File: src/rtl/ic_req_responder.sv
// Memory-side responder for I-cache line fetches: queues 48-bit requests, reads 4 words, returns a 128-bit line.
// Optional one-entry line buffer enabled by defining IC_RSP_LINE_BUF_EN.
module ic_req_responder #(
  parameter int         FIFO_DEPTH  = 2,
  parameter int         MEM_AW      = 10,
  parameter logic [1:0] LOCAL_ID    = 2'b00,
  parameter logic [4:0] INSTREQ_CMD = 5'b00110
) (
  input  logic              clk,
  input  logic              rst,
  input  logic              v_ic_req,
  input  logic [47:0]       req_msg,
  output logic              req_full,
  output logic              mem_re,
  output logic [MEM_AW-1:0] mem_addr,
  input  logic [31:0]       mem_rdata,
  output logic              v_inst_4word,
  output logic [127:0]      inst_4word,
  output logic [1:0]        rsp_dst_id,
  output logic              bad_cmd,
  output logic              busy
);
  localparam int PW = (FIFO_DEPTH > 1) ? $clog2(FIFO_DEPTH) : 1;

  typedef enum logic [1:0] {IDLE, READ, DRAIN, RESP} state_t;
  state_t state, state_nxt;

  logic [47:0]   fifo [FIFO_DEPTH];
  logic [PW-1:0] wr_ptr, rd_ptr;
  logic [PW:0]   count;
  logic          push, pop, dispatch, head_ok, hit;
  logic [47:0]   head, hold;
  logic [1:0]    beat;
  logic [95:0]   work;
  logic          unused_bits;

  assign head     = fifo[rd_ptr];
  assign head_ok  = (head[41:37] == INSTREQ_CMD) && (head[47:46] == LOCAL_ID);
  assign req_full = (count == (PW+1)'(FIFO_DEPTH));
  assign push     = v_ic_req && !req_full;
  // RESP also dispatches the next request so lines stream one per 6 cycles
  assign dispatch = ((state == IDLE) || (state == RESP)) && (count != '0);
  assign pop      = dispatch;

  assign mem_re       = (state == READ);
  assign mem_addr     = {hold[MEM_AW+1:4], beat};
  assign v_inst_4word = (state == RESP);
  assign busy         = (state != IDLE) || (count != '0);
  assign unused_bits  = ^{hold, head};

`ifdef IC_RSP_LINE_BUF_EN
  logic [27:0] tag;
  logic        tag_valid;

  // Record the tag of every delivered line; inst_4word doubles as the buffered data
  always_ff @(posedge clk or posedge rst) begin
    if (rst) begin
      tag       <= 28'd0;
      tag_valid <= 1'b0;
    end else if (state == RESP) begin
      tag       <= hold[31:4];
      tag_valid <= 1'b1;
    end
  end

  // While in RESP the line on inst_4word belongs to hold, not yet to tag
  assign hit = (state == RESP) ? (hold[31:4] == head[31:4])
                               : (tag_valid && (tag == head[31:4]));
`else
  assign hit = 1'b0;
`endif

  // Request queue storage
  always_ff @(posedge clk) begin
    if (push) fifo[wr_ptr] <= req_msg;
  end

  // Queue pointers and occupancy
  always_ff @(posedge clk or posedge rst) begin
    if (rst) begin
      wr_ptr <= '0;
      rd_ptr <= '0;
      count  <= '0;
    end else begin
      if (push) wr_ptr <= wr_ptr + 1'b1;
      if (pop)  rd_ptr <= rd_ptr + 1'b1;
      if (push && !pop)      count <= count + 1'b1;
      else if (pop && !push) count <= count - 1'b1;
    end
  end

  // State register
  always_ff @(posedge clk or posedge rst) begin
    if (rst) state <= IDLE;
    else     state <= state_nxt;
  end

  // Next-state and drop pulse
  always_comb begin
    state_nxt = state;
    bad_cmd   = 1'b0;
    case (state)
      IDLE, RESP: begin
        if (dispatch) begin
          if (!head_ok) begin
            bad_cmd   = 1'b1;
            state_nxt = IDLE;
          end else if (hit) begin
            state_nxt = RESP;
          end else begin
            state_nxt = READ;
          end
        end else begin
          state_nxt = IDLE;
        end
      end
      READ:    state_nxt = (beat == 2'd3) ? DRAIN : READ;
      DRAIN:   state_nxt = RESP;
      default: state_nxt = IDLE;
    endcase
  end

  // Holding register, beat counter and line assembly
  always_ff @(posedge clk or posedge rst) begin
    if (rst) begin
      hold       <= 48'd0;
      beat       <= 2'd0;
      work       <= 96'd0;
      inst_4word <= 128'd0;
      rsp_dst_id <= 2'd0;
    end else begin
      if (pop) hold <= head;
      if (state == READ) begin
        if (beat != 2'd3) beat <= beat + 2'd1;
        // read data lags mem_re by one cycle, so beat n fills lane n-1
        case (beat)
          2'd1:    work[31:0]  <= mem_rdata;
          2'd2:    work[63:32] <= mem_rdata;
          2'd3:    work[95:64] <= mem_rdata;
          default: work        <= work;
        endcase
      end
      if (state == DRAIN) begin
        beat       <= 2'd0;
        inst_4word <= {mem_rdata, work};
        rsp_dst_id <= hold[44:43];
      end else if (dispatch && head_ok && hit) begin
        rsp_dst_id <= head[44:43];
      end
    end
  end
endmodule

File: config.mk
export PLATFORM = sky130hd
export DESIGN_NAME = ic_req_responder
export DESIGN_NICKNAME = d
export VERILOG_FILES = /design/src/rtl/ic_req_responder.sv
export SDC_FILE = /design/constraint.sdc
export NUM_CORES = 1
export LEC_CHECK = 0
export ABC_AREA = 0
export CAP_MARGIN = 10
export CORE_ASPECT_RATIO = 1.2
export CORE_MARGIN = 8
export CORE_UTILIZATION = 47
export CTS_BUF_LIST = sky130_fd_sc_hd__clkbuf_8
export DETAILED_ROUTE_END_ITERATION = 10
export PLACE_DENSITY_LB_ADDON = 0.05
export SYNTH_ARGS = -nofsm -noshare
export SYNTH_HDL_FRONTEND = slang
export SYNTH_SLANG_ARGS = --single-unit
File: constraint.sdc
create_clock -name clk -period 9.1 [get_ports clk]
set_input_delay 2.275 -clock clk [delete_from_list [all_inputs] [get_ports clk]]
set_output_delay 2.275 -clock clk [all_outputs]
set_load 0.1 [all_outputs]
Word-level counts from Yosys, hierarchy flattened
Memory sizes are Yosys's and may differ from the RTL's. Cells that the tools add are included.

Register bits: 279. Bits in writable memories: 96. Bits of input ports: 83. Output and inout bits: 145. Logic and storage cells: 62. Memories: 1.

Memory list: fifo (words 2, bits a word 48, read ports 1, clocked after memory_dff 0, write ports 1, line 28) `logic [47:0] fifo [FIFO_DEPTH];`.

Add/subtract/negate cells: 5. Equal/unequal tests: 9. Multiplexer cells: 14. Reduce and logical (&&, ||, !) cells: 22.

Operators with widths (number): 2-bit two-way mux (7); 2-bit == test (second input constant) (5); 2-bit nonzero test (5); 2-bit AND reduction (4); 1-bit two-way mux (6); 2-bit one-hot mux with 3 select lines (1); 5-bit by 3-bit == test with 1-bit output (second input constant) (1); 1-bit logical AND (5); 2-bit by 1-bit adder with 2-bit output (second input constant) (2); 2-bit by 1-bit == test with 1-bit output (second input constant) (2); 2-bit logical NOT (2); 1-bit logical NOT (3); 1-bit adder (second input constant) (2); 1-bit logical OR (2); 2-bit inequality test (second input constant) (1); 2-bit OR reduction (1); 2-bit by 1-bit subtractor with 2-bit output (second input constant) (1).

Longest topological paths before layout
Gate-level depths: netlist of the first run.

Depth in word-level cells: 7. Depth in mapped cells: 9.

Least setup slack after synthesis of the first run
Ideal clock, no wire load.

Path kind: reg-to-output. From: register state[0]. To: output bad_cmd. Data arrival time: 2446 ps. Slack: 4379 ps. Stages on the path, launching flop included: 6. Buffers on the path: 1. Cell sequence: dfrtp_1 -> inv_1 -> ha_1 -> or2_1 -> clkbuf_1 -> nor2b_1.

Word-level cells in the longest chain between the ends: 5. Elaborated cells between the ends (all ways): 7.

RTL lines: from (decl) (line 26) `state_t state, state_nxt;`; from (signal assigned) (line 95) `else state <= state_nxt;`; 2-bit == test / 2-bit logical NOT (equally long branches) (line 42, 102); 1-bit logical OR (line 42) `assign dispatch = ((state == IDLE) || (state == RESP)) && (count != '0);`; 1-bit logical AND (line 42); 1-bit two-way mux (line 104) `if (dispatch) begin`; 1-bit two-way mux (*) (line 102) `case (state)`; to (decl) (line 20) `output logic bad_cmd,`.

Mark *: on every way between the ends. The rest lies on a longest branch, timed or not.

Worst setup path in the final report of the first run
From: register state[1]. To: output bad_cmd.

Same word-level chain as after synthesis.

==> metrics.cfg, run 1 <==
[power_and_ir_drop]
p_sw_uw=843
pwr-share-clk=0.326
ir_drop_mv=0.179
p_leak_nw=6.00
pwr-share-comb=0.172
sw_frac_of_total=0.297
seq_power_share=0.502
p_int_mw=2.00
power.total_mw=2.84
powerDensity_nw_per_um2=213

[synth]
synth_nets=711
synthMuxAreaShare=0.254
synthFlopType=dfrtp_1
synth_area_um2=10400
syn_inst=620
ys_async_sr_fraction=0.878
synthSimpleGateAreaFrac=0.0156
yosysWarnings=0
synth_xor_xnor_area_share=0.00421
ys_seq_elements=278
yosys.area_share.adder=0.00963
synth_compound_area_frac=0.00891
synth.avg_cell_area_um2=16.8
synth_top_family_by_area=multiplexers
yosys.cell_types.count=25
synth_seq_area_share=0.686
synth_edf_count=34

[critical_path]
worst_path_max_delay_cell=clkdlybuf4s50_1
cp-start-kind=flop
cp_max_fo=24
required_ns=6.83
cp_cell_sequence=inv_1 -> ha_1 -> or2_1 -> nor2b_1 -> clkdlybuf4s50_1
r2r_slack_ns=6.19
r2r-end=inst_4word[97]
r2r_start=state[0]
max_stage_delay_ns=1.16
ff2ff_path_depth=5
path_class=flop to output pin
arrival_ns=3.35
end_kind=output pin

[cells_and_area]
drive_gt1_frac=0.340
stdcell_count=1131
final_util=0.614
fin_nets=919
nFillCells=1656
syn_to_final_growth_pct=28.2

[place]
gp_congestion=0.714
portBuffers=196
place.detailed.hpwl_um=14100
place_inst=1058
pre_cts_ws_ns=4.04

[status]
status=finished clean

[route]
routed_wl_um=21500
vias_per_cell=5.06
drtAntennaViolNets=0
vias=5728
post_drt_wl_per_cell_um=19.0
drc=0
drt_iter0_drc=196
first_pass_iters=4

[timing]
final.period_utilization=0.618
fmax_mhz=178
fin_crit_ns=5.62
setup_tns_ns=0
setup_viol=0
hold_violations=0
worst_pin_slew_ns=1.14
rsz0062_at_grt=no
finalMaxSlewViolations=0
relSlewSlack=0.240
layout_setup_ws_ns=3.48
finClkSkew_ns=0.0163

[clocking]
cts_tree=built
cts_htree_levels=2
cts.sinks=278
post_cts_resized=0
cts-root-buf=clkbuf_8
post_cts_buffers=0
hold_buffers=0
clk_path_buf_depth=3
cts-buffers-inserted=42
clk_latency_ns=0.52
clkTransAtPathRegs_ns=0.06

[global_routing]
gr-total-overflow=0
antenna_found_initial=1
grt.total_usage=0.161
grt_max_degree=160
grt_pass1_vias=6535
grt_pass1_wl_um=34500

[die]
floorplan.initialDensity=0.479
die_h_um=179
rows=59
die_area_um2=27200
num_io_pins=228
core_um2=21700
die_x_um=152

[run]
maxCapViolations=0

[worst_hold_path]
holdPathEnd=hold[44]
hold_depth=2
hp-start=hold[44]
hp-class=flop to flop

==> through the flow <==
step | area, µm² | hold slack, ns
global route | 13300 | 0.510
detailed placement | 12600 | 0.466
floorplan | 10400 | 0.444
finish | 13300 | 0.476
CTS | 13300 | 0.479
global placement | 12600 | 0.458
==> layer usage <==
| layer | wire, µm | vias to the layer above | part of all wire | track usage |
|---|---|---|---|---|
| met5 | 0 | - | 0 | 0 |
| met4 | 426 | 0 | 0.020 | 0.0511 |
| met3 | 1690 | 34 | 0.079 | 0.0525 |
| met2 | 10700 | 156 | 0.50 | 0.273 |
| met1 | 8640 | 2942 | 0.40 | 0.191 |
| li1 | - | 2596 | - | - |
==> kinds of logic after synthesis <==
logic type                 count (synthesis)
AOI/OAI and AO/OA                         18
xor gates and xnor gates                   5
buffers and inverters                     43
and+or+nand+nor                           32
adders and majority gates                  8
muxes                                    236
DFF                                      278
==> layout make-up <==
cell class	count	area [µm²]	area share
clock inverters	23	95.1	0.00713
diodes	1	2.50	0.000188
clock buffers	49	674	0.0506
inverters	7	33.8	0.00253
repair buffers	200	1990	0.149
flip-flops and latches	278	7130	0.535
multi-input cells	299	3060	0.230
well taps	274	343	0.0257
==> worst max-delay path: cells and delay by family (launching register included) <==
kind | cells | cell delay (ns)
and+or+nand+nor | 2 | 0.81
adders and majority gates | 1 | 0.36
buffers and inverters | 2 | 1.24
DFF | 1 | 0.41
==> synth_stat cells, types with 4 or more instances <==
cell | n | area, µm²
nand2_1 | 16 | 60.1
buf_2 | 27 | 135
mux2i_1 | 10 | 100
mux2_2 | 226 | 2540
inv_1 | 7 | 26.3
edfxtp_1 | 34 | 1020
o21ai_0 | 4 | 20.0
buf_4 | 8 | 60.1
dfrtp_1 | 244 | 6110
ha_1 | 8 | 100
o21ai_1 | 8 | 40.0
a21oi_1 | 4 | 20.0
nor2_1 | 5 | 18.8
==> cells in the final DEF (no fill, tap or decap), drive strengths merged <==
cell           synthesis  routed
dfrtp                244     244
mux2                 226     226
clkdlybuf4s50          0     196
clkbuf                 1      49
edfxtp                34      34
inv                    7      22
nand2                 16      16
o21ai                 12      12
mux2i                 10      10
ha                     8       8
clkinv                 0       7
nor2                   5       5
a21oi                  4       4
buf                   35       4
nor2b                  3       3
xnor2                  3       3
nand2b                 2       2
o22ai                  2       2
xor2                   2       2
nor4                   2       2
diode                  0       1
or2                    1       1
and4b                  1       1
or4                    1       1
and3                   1       1
clkinvlp               0       1
==> power by group through the flow <==
stage	sequential [mW]	clock, mW	combinational (mW)
final	1.43	0.926	0.490
after global routing	1.44	1.02	0.522
after CTS	1.43	0.963	0.497
after detailed placement	1.45	0	0.496
after global placement	1.44	0	0.484
after floorplan	1.45	0	0.382
==> flip-flops by register name, summed over array words and instances (netlist names) <==
register / count
hold: 10
count: 2
wr_ptr: 1
rsp_dst_id: 2
work: 96
fifo: 34
beat: 2
state: 2
rd_ptr: 1
inst_4word: 128
==> how the worst max path moves through the flow <==
stage / slack, ns / startpoint / to
floorplan: 0.12 / rst / beat[0]
global placement: 4.10 / state[0] / bad_cmd
detailed placement: 4.04 / state[0] / bad_cmd
CTS: 3.45 / state[1] / bad_cmd
global route: 3.27 / state[1] / bad_cmd
finish: 3.48 / state[1] / bad_cmd
(Power assumes the default switching activity.)
==> run 2: changes to the inputs <==
Clock period 9.1 ns to 4.7 ns, I/O delays scaled along.
==> run 2 against run 1 <==
  * Via count shrank 0.38%
  * Critical path type unchanged
  * Wire length grew 0.55%
  * Die area is the same
  * Sequential share of layout area shrank 0.65 points
  * Total power grew 100%
  * Largest cell class unchanged
  * Sequential cell count is the same
  * Combinational power grew 94%
==> metrics.cfg, run 2 (synthesis gave the netlist of run 1 again) <==
[status]
status=finished clean  ; unchanged

[cells_and_area]
layout.area.seq_um2=7130  ; unchanged
regMostFlops=inst_4word  ; unchanged
multi_input_area_um2=3060  ; unchanged
final_common_cell=dfrtp_1  ; unchanged
antenna_cells=0  ; was 1
final_cell_mix=244 x dfrtp_1, 226 x mux2_2, 195 x clkdlybuf4s50_1  ; was 244 x dfrtp_1, 226 x mux2_2, 196 x clkdlybuf4s50_1
syn_to_final_growth_pct=29.8  ; was 28.2%
nFillCells=1668  ; was 1656
fin_nets=923  ; was 919
largest_reg_flops=128  ; unchanged
drive_gt1_frac=0.350  ; was 0.340
reg_top3=inst_4word (128), work (96), fifo (34)  ; unchanged

[critical_path]
cp_cell_sequence=inv_1 -> ha_1 -> clkdlybuf4s50_1  ; was inv_1 -> ha_1 -> or2_1 -> nor2b_1 -> clkdlybuf4s50_1
ff2ff_path_depth=4  ; was 5
path_class=flop to output pin  ; unchanged
worst_path_max_delay_cell=clkdlybuf4s50_1  ; unchanged
cp-start-kind=flop  ; unchanged
required_ns=3.52  ; was 6.83 ns
cp_max_fo=6  ; was 24
arrival_ns=2.61  ; was 3.35 ns
r2r_slack_ns=2.38  ; was 6.19 ns
end_kind=output pin  ; unchanged
max_stage_delay_ns=1.23  ; was 1.16 ns
r2r_start=state[0]  ; unchanged
r2r-end=inst_4word[72]  ; was inst_4word[97]

[place]
pre_cts_ws_ns=1.46  ; was 4.04 ns
gp_congestion=0.719  ; was 0.714
place.detailed.hpwl_um=14300  ; was 14100 µm
portBuffers=196  ; unchanged

[die]
die_x_um=152  ; unchanged
die_h_um=179  ; unchanged
die_area_um2=27200  ; unchanged
num_io_pins=228  ; unchanged
rows=59  ; unchanged
core_um2=21700  ; unchanged
floorplan.initialDensity=0.479  ; unchanged

[global_routing]
grt.total_usage=0.161  ; about the same
grt_pass1_vias=6349  ; was 6535
gr-total-overflow=0  ; unchanged
grt_max_degree=69  ; was 160
antenna_found_initial=0  ; was 1
grt_pass1_wl_um=34200  ; was 34500 µm

[power_and_ir_drop]
powerDensity_nw_per_um2=422  ; was 213 nW/µm²
p_leak_nw=6.08  ; was 6.00 nW
p_int_mw=4.02  ; was 2.00 mW
ir_drop_mv=0.410  ; was 0.179 mV
seq_power_share=0.485  ; was 0.502
sw_frac_of_total=0.295  ; was 0.297
p_sw_mw=1.68  ; was 843 µW
pwr-share-clk=0.347  ; was 0.326
pwr-share-comb=0.167  ; was 0.172

[timing]
worst_pin_slew_ns=1.06  ; was 1.14 ns
layout_setup_ws_ns=0.913  ; was 3.48 ns
hold_violations=0  ; unchanged
finalMaxSlewViolations=0  ; unchanged
fin_crit_ns=3.79
relSlewSlack=0.289  ; was 0.240
setup_viol=0  ; unchanged
finClkSkew_ns=0.0216  ; was 0.0163 ns
final.period_utilization=0.806
rsz0062_at_grt=no  ; unchanged
fmax_mhz=264
setup_tns_ns=0  ; unchanged

[clocking]
post_cts_resized=0  ; unchanged
cts_tree=built  ; unchanged
cts-root-buf=clkbuf_8  ; unchanged
cts.sinks=278  ; unchanged
clk_latency_ns=0.53  ; was 0.52 ns
cts_htree_levels=2  ; unchanged
clk_path_buf_depth=3  ; unchanged
cts-buffers-inserted=44  ; was 42
clkTransAtPathRegs_ns=0.06  ; about the same
post_cts_buffers=0  ; unchanged
hold_buffers=0  ; unchanged

[worst_hold_path]
hold_depth=2  ; unchanged
hp-class=flop to flop  ; unchanged
hp-start=hold[10]  ; was hold[44]
holdPathEnd=hold[10]  ; was hold[44]

[route]
drt_iter0_drc=131  ; was 196
routed_wl_um=21600  ; was 21500 µm
first_pass_iters=4  ; unchanged
vias=5706  ; was 5728
drc=0  ; unchanged
post_drt_wl_per_cell_um=19.0  ; about the same
drtAntennaViolNets=0  ; unchanged
vias_per_cell=5.01  ; was 5.06

[run]
maxCapViolations=0  ; unchanged

-- run 2: worst max path at each step --
stage,start,endpoint,cells past startpoint
global route,state[1],mem_re,3
floorplan,rst,beat[0],1
finish,state[1],mem_re,3
global placement,state[1],mem_re,3
CTS,state[1],mem_re,3
detailed placement,state[1],mem_re,3
-- run 2: per-layer routing --
metal	up-vias	GRT usage	wire length, µm
li1	2614	-	-
met1	2916	0.192	8640
met2	148	0.264	10700
met3	28	0.0614	1880
met4	0	0.0511	333
met5	-	0	0
-- run 2: worst max-delay path, delay by kind of cell (launching register included) --
family | cells | cell delay [ns]
fa+ha+maj | 1 | 0.31
buf+inv | 2 | 1.34
flops | 1 | 0.43
-- run 2: per-stage QoR --
step	hold slack (ns)	total power, mW	cell area [µm²]	utilization	instances
after floorplan	0.444	3.55	10400	-	620
after global placement	0.472	3.74	12600	0.581	1060
after detailed placement	0.474	3.78	12600	0.581	1060
after CTS	0.488	5.79	13500	0.622	1138
after global routing	0.509	5.97	13500	0.622	1138
final	0.480	5.70	13500	0.622	1138
-- run 2: area by class of cell --
| type | instances | area share |
|---|---|---|
| sequential | 278 | 0.528 |
| multi-input combinational | 299 | 0.227 |
| timing repair buffer | 202 | 0.152 |
| clock inverter | 21 | 0.00695 |
| clock buffer | 57 | 0.0581 |
| inverter | 7 | 0.00222 |
| tap | 274 | 0.0254 |
-- run 2: power groups by stage --
stage / registers, mW / clock network, mW / logic (mW)
2_1_floorplan: 2.81 / 0 / 0.741
3_3_place_gp: 2.80 / 0 / 0.943
3_5_place_dp: 2.81 / 0 / 0.968
4_1_cts: 2.77 / 2.05 / 0.969
5_1_grt: 2.79 / 2.16 / 1.02
6_report: 2.77 / 1.98 / 0.952
==> run 3: changes to the inputs <==
Settings changed: CORE_UTILIZATION 47 to 50.
Clock period 4.7 ns to 3.6 ns, I/O delays scaled along.
==> run 3 against run 2 <==
  * Via count up 2.5%
  * Worst hold slack improved by 0.0057 ns
  * Design area shrank 2.2%
  * Clock skew down 0.012 ns
  * Sequential power up 30%
  * Final cell count fell by 0.26%
  * Clock-buffer cell count fell by 1
  * Largest cell class unchanged
  * Setup slack worse by 0.33 ns
  * Sequential share of layout area increased by 1.2 points
  * First-iteration DRC count grew 82%
  * Die area down 5.4%
  * Critical path depth rose by 2
==> metrics.cfg, run 3 (synthesis gave the netlist of run 1 again) <==
[timing]
layout_setup_ws_ns=0.586  ; was 0.913 ns
rsz0062_at_grt=no  ; unchanged
hold_violations=0  ; unchanged
setup_viol=0  ; unchanged
fmax_mhz=332
worst_pin_slew_ns=1.04  ; was 1.06 ns
final.period_utilization=0.837
finalMaxSlewViolations=0  ; unchanged
fin_crit_ns=3.01
finClkSkew_ns=0.0100  ; was 0.0216 ns
relSlewSlack=0.302  ; was 0.289
setup_tns_ns=0  ; unchanged

[critical_path]
path_class=flop to output pin  ; unchanged
arrival_ns=2.11  ; was 2.61 ns
end_kind=output pin  ; unchanged
cp_max_fo=6  ; unchanged
ff2ff_path_depth=4  ; unchanged
required_ns=2.70  ; was 3.52 ns
cp-start-kind=flop  ; unchanged

[route]
routed_wl_um=21300  ; was 21600 µm
drc=0  ; unchanged
first_pass_iters=4  ; unchanged
post_drt_wl_per_cell_um=18.8  ; was 19.0 µm
drt_iter0_drc=238  ; was 131
drtAntennaViolNets=0  ; unchanged
vias_per_cell=5.15  ; was 5.01
vias=5850  ; was 5706

[clocking]
cts_htree_levels=2  ; unchanged
cts_tree=built  ; unchanged
clkTransAtPathRegs_ns=0.06  ; about the same
cts-root-buf=clkbuf_8  ; unchanged
cts-buffers-inserted=42  ; was 44
hold_buffers=0  ; unchanged
post_cts_resized=0  ; unchanged
post_cts_buffers=0  ; unchanged
clk_path_buf_depth=3  ; unchanged
clk_latency_ns=0.53  ; about the same
cts.sinks=278  ; unchanged

[run]
maxCapViolations=0  ; unchanged

[status]
status=finished clean  ; unchanged

[die]
core_um2=20700  ; was 21700 µm²
floorplan.initialDensity=0.503  ; was 0.479
rows=58  ; was 59
die_area_um2=25700  ; was 27200 µm²
num_io_pins=228  ; unchanged
die_h_um=174  ; was 179 µm
die_x_um=148  ; was 152 µm

[global_routing]
gr-total-overflow=0  ; unchanged
grt_pass1_wl_um=34700  ; was 34200 µm
grt_pass1_vias=6532  ; was 6349
grt.total_usage=0.168  ; was 0.161
antenna_found_initial=0  ; unchanged
grt_max_degree=68  ; was 69

[power_and_ir_drop]
power.total_mw=7.53  ; was 5.70 mW
powerDensity_nw_per_um2=571  ; was 422 nW/µm²
ir_drop_mv=0.599  ; was 0.410 mV
p_leak_nw=6.40  ; was 6.08 nW

[cells_and_area]
antenna_cells=0  ; unchanged
drive_gt1_frac=0.520  ; was 0.350
reg_top3=inst_4word (128), work (96), fifo (34)  ; unchanged
regMostFlops=inst_4word  ; unchanged
stdcell_area_um2=13200  ; was 13500 µm²
syn_to_final_growth_pct=27.0  ; was 29.8%
final_common_cell=dfrtp_1  ; unchanged
fin_nets=926  ; was 923
largest_reg_flops=128  ; unchanged
final_cell_mix=244 x dfrtp_1, 226 x mux2_2, 151 x buf_4  ; was 244 x dfrtp_1, 226 x mux2_2, 195 x clkdlybuf4s50_1

[worst_hold_path]
hold_depth=2  ; unchanged
hp-class=flop to flop  ; unchanged

[place]
gp_congestion=0.718  ; was 0.719
pre_cts_ws_ns=1.10  ; was 1.46 ns
dpl_cell_area_um2=12300  ; was 12600 µm²
place.detailed.hpwl_um=14300  ; about the same
portBuffers=196  ; unchanged

[run 3: cell types whose count changed in the layout (fill, tap and decap cells not counted), sizes merged]
cell | previous run | this run
clkinvlp | 3 | 1
clkbuf | 57 | 56
inv | 23 | 19
buf | 7 | 156
bufinv | 0 | 2
clkdlybuf4s50 | 195 | 51
clkinv | 2 | 3
[run 3: critical path, stage by stage, from the launching register on]
cell     delay (ns)
dfrtp_1        0.41
inv_1          0.08
ha_1           0.35
or2_1          0.26
nor2b_1        0.27
buf_12         0.22
[run 3: worst paths after layout]
path,startpoint,end,slack (ns)
worst max-delay path,state[1],bad_cmd,0.59
worst min-delay path,hold[10],hold[10],0.49
worst max register to register,state[0],inst_4word[25],1.46
worst min register to register,hold[10],hold[10],0.49
max in group asynchronous,rst,hold[10],2.05
min in group asynchronous,rst,inst_4word[77],0.78
[run 3: final cells by class]
type / count / area [µm²]
clock inverter: 18 / 128
sequential: 278 / 7130
clock buffer: 56 / 771
timing repair buffer: 207 / 1740
inverter: 7 / 30.0
fill: 1578 / 7480
multi-input combinational: 299 / 3060
tap: 270 / 338
[run 3: routing by layer]
metal / GRT usage / wire (µm) / up-vias
met5: 0 / 0 / -
met1: 0.198 / 8640 / 3043
li1: - / - / 2621
met4: 0.0511 / 384 / 0
met2: 0.284 / 10700 / 153
met3: 0.0588 / 1550 / 33
[run 3: power breakdown]
part / internal (mW) / switching [mW]
Clock: 1.53 / 1.15
Combinational: 0.378 / 0.895
Sequential: 3.46 / 0.131
[run 3: metrics by stage]
step	util	hold WS (ns)	cells
detailed placement	0.595	0.475	1061
finish	0.638	0.486	1135
global placement	0.595	0.468	1061
global route	0.638	0.501	1135
CTS	0.638	0.490	1135
floorplan	-	0.444	620
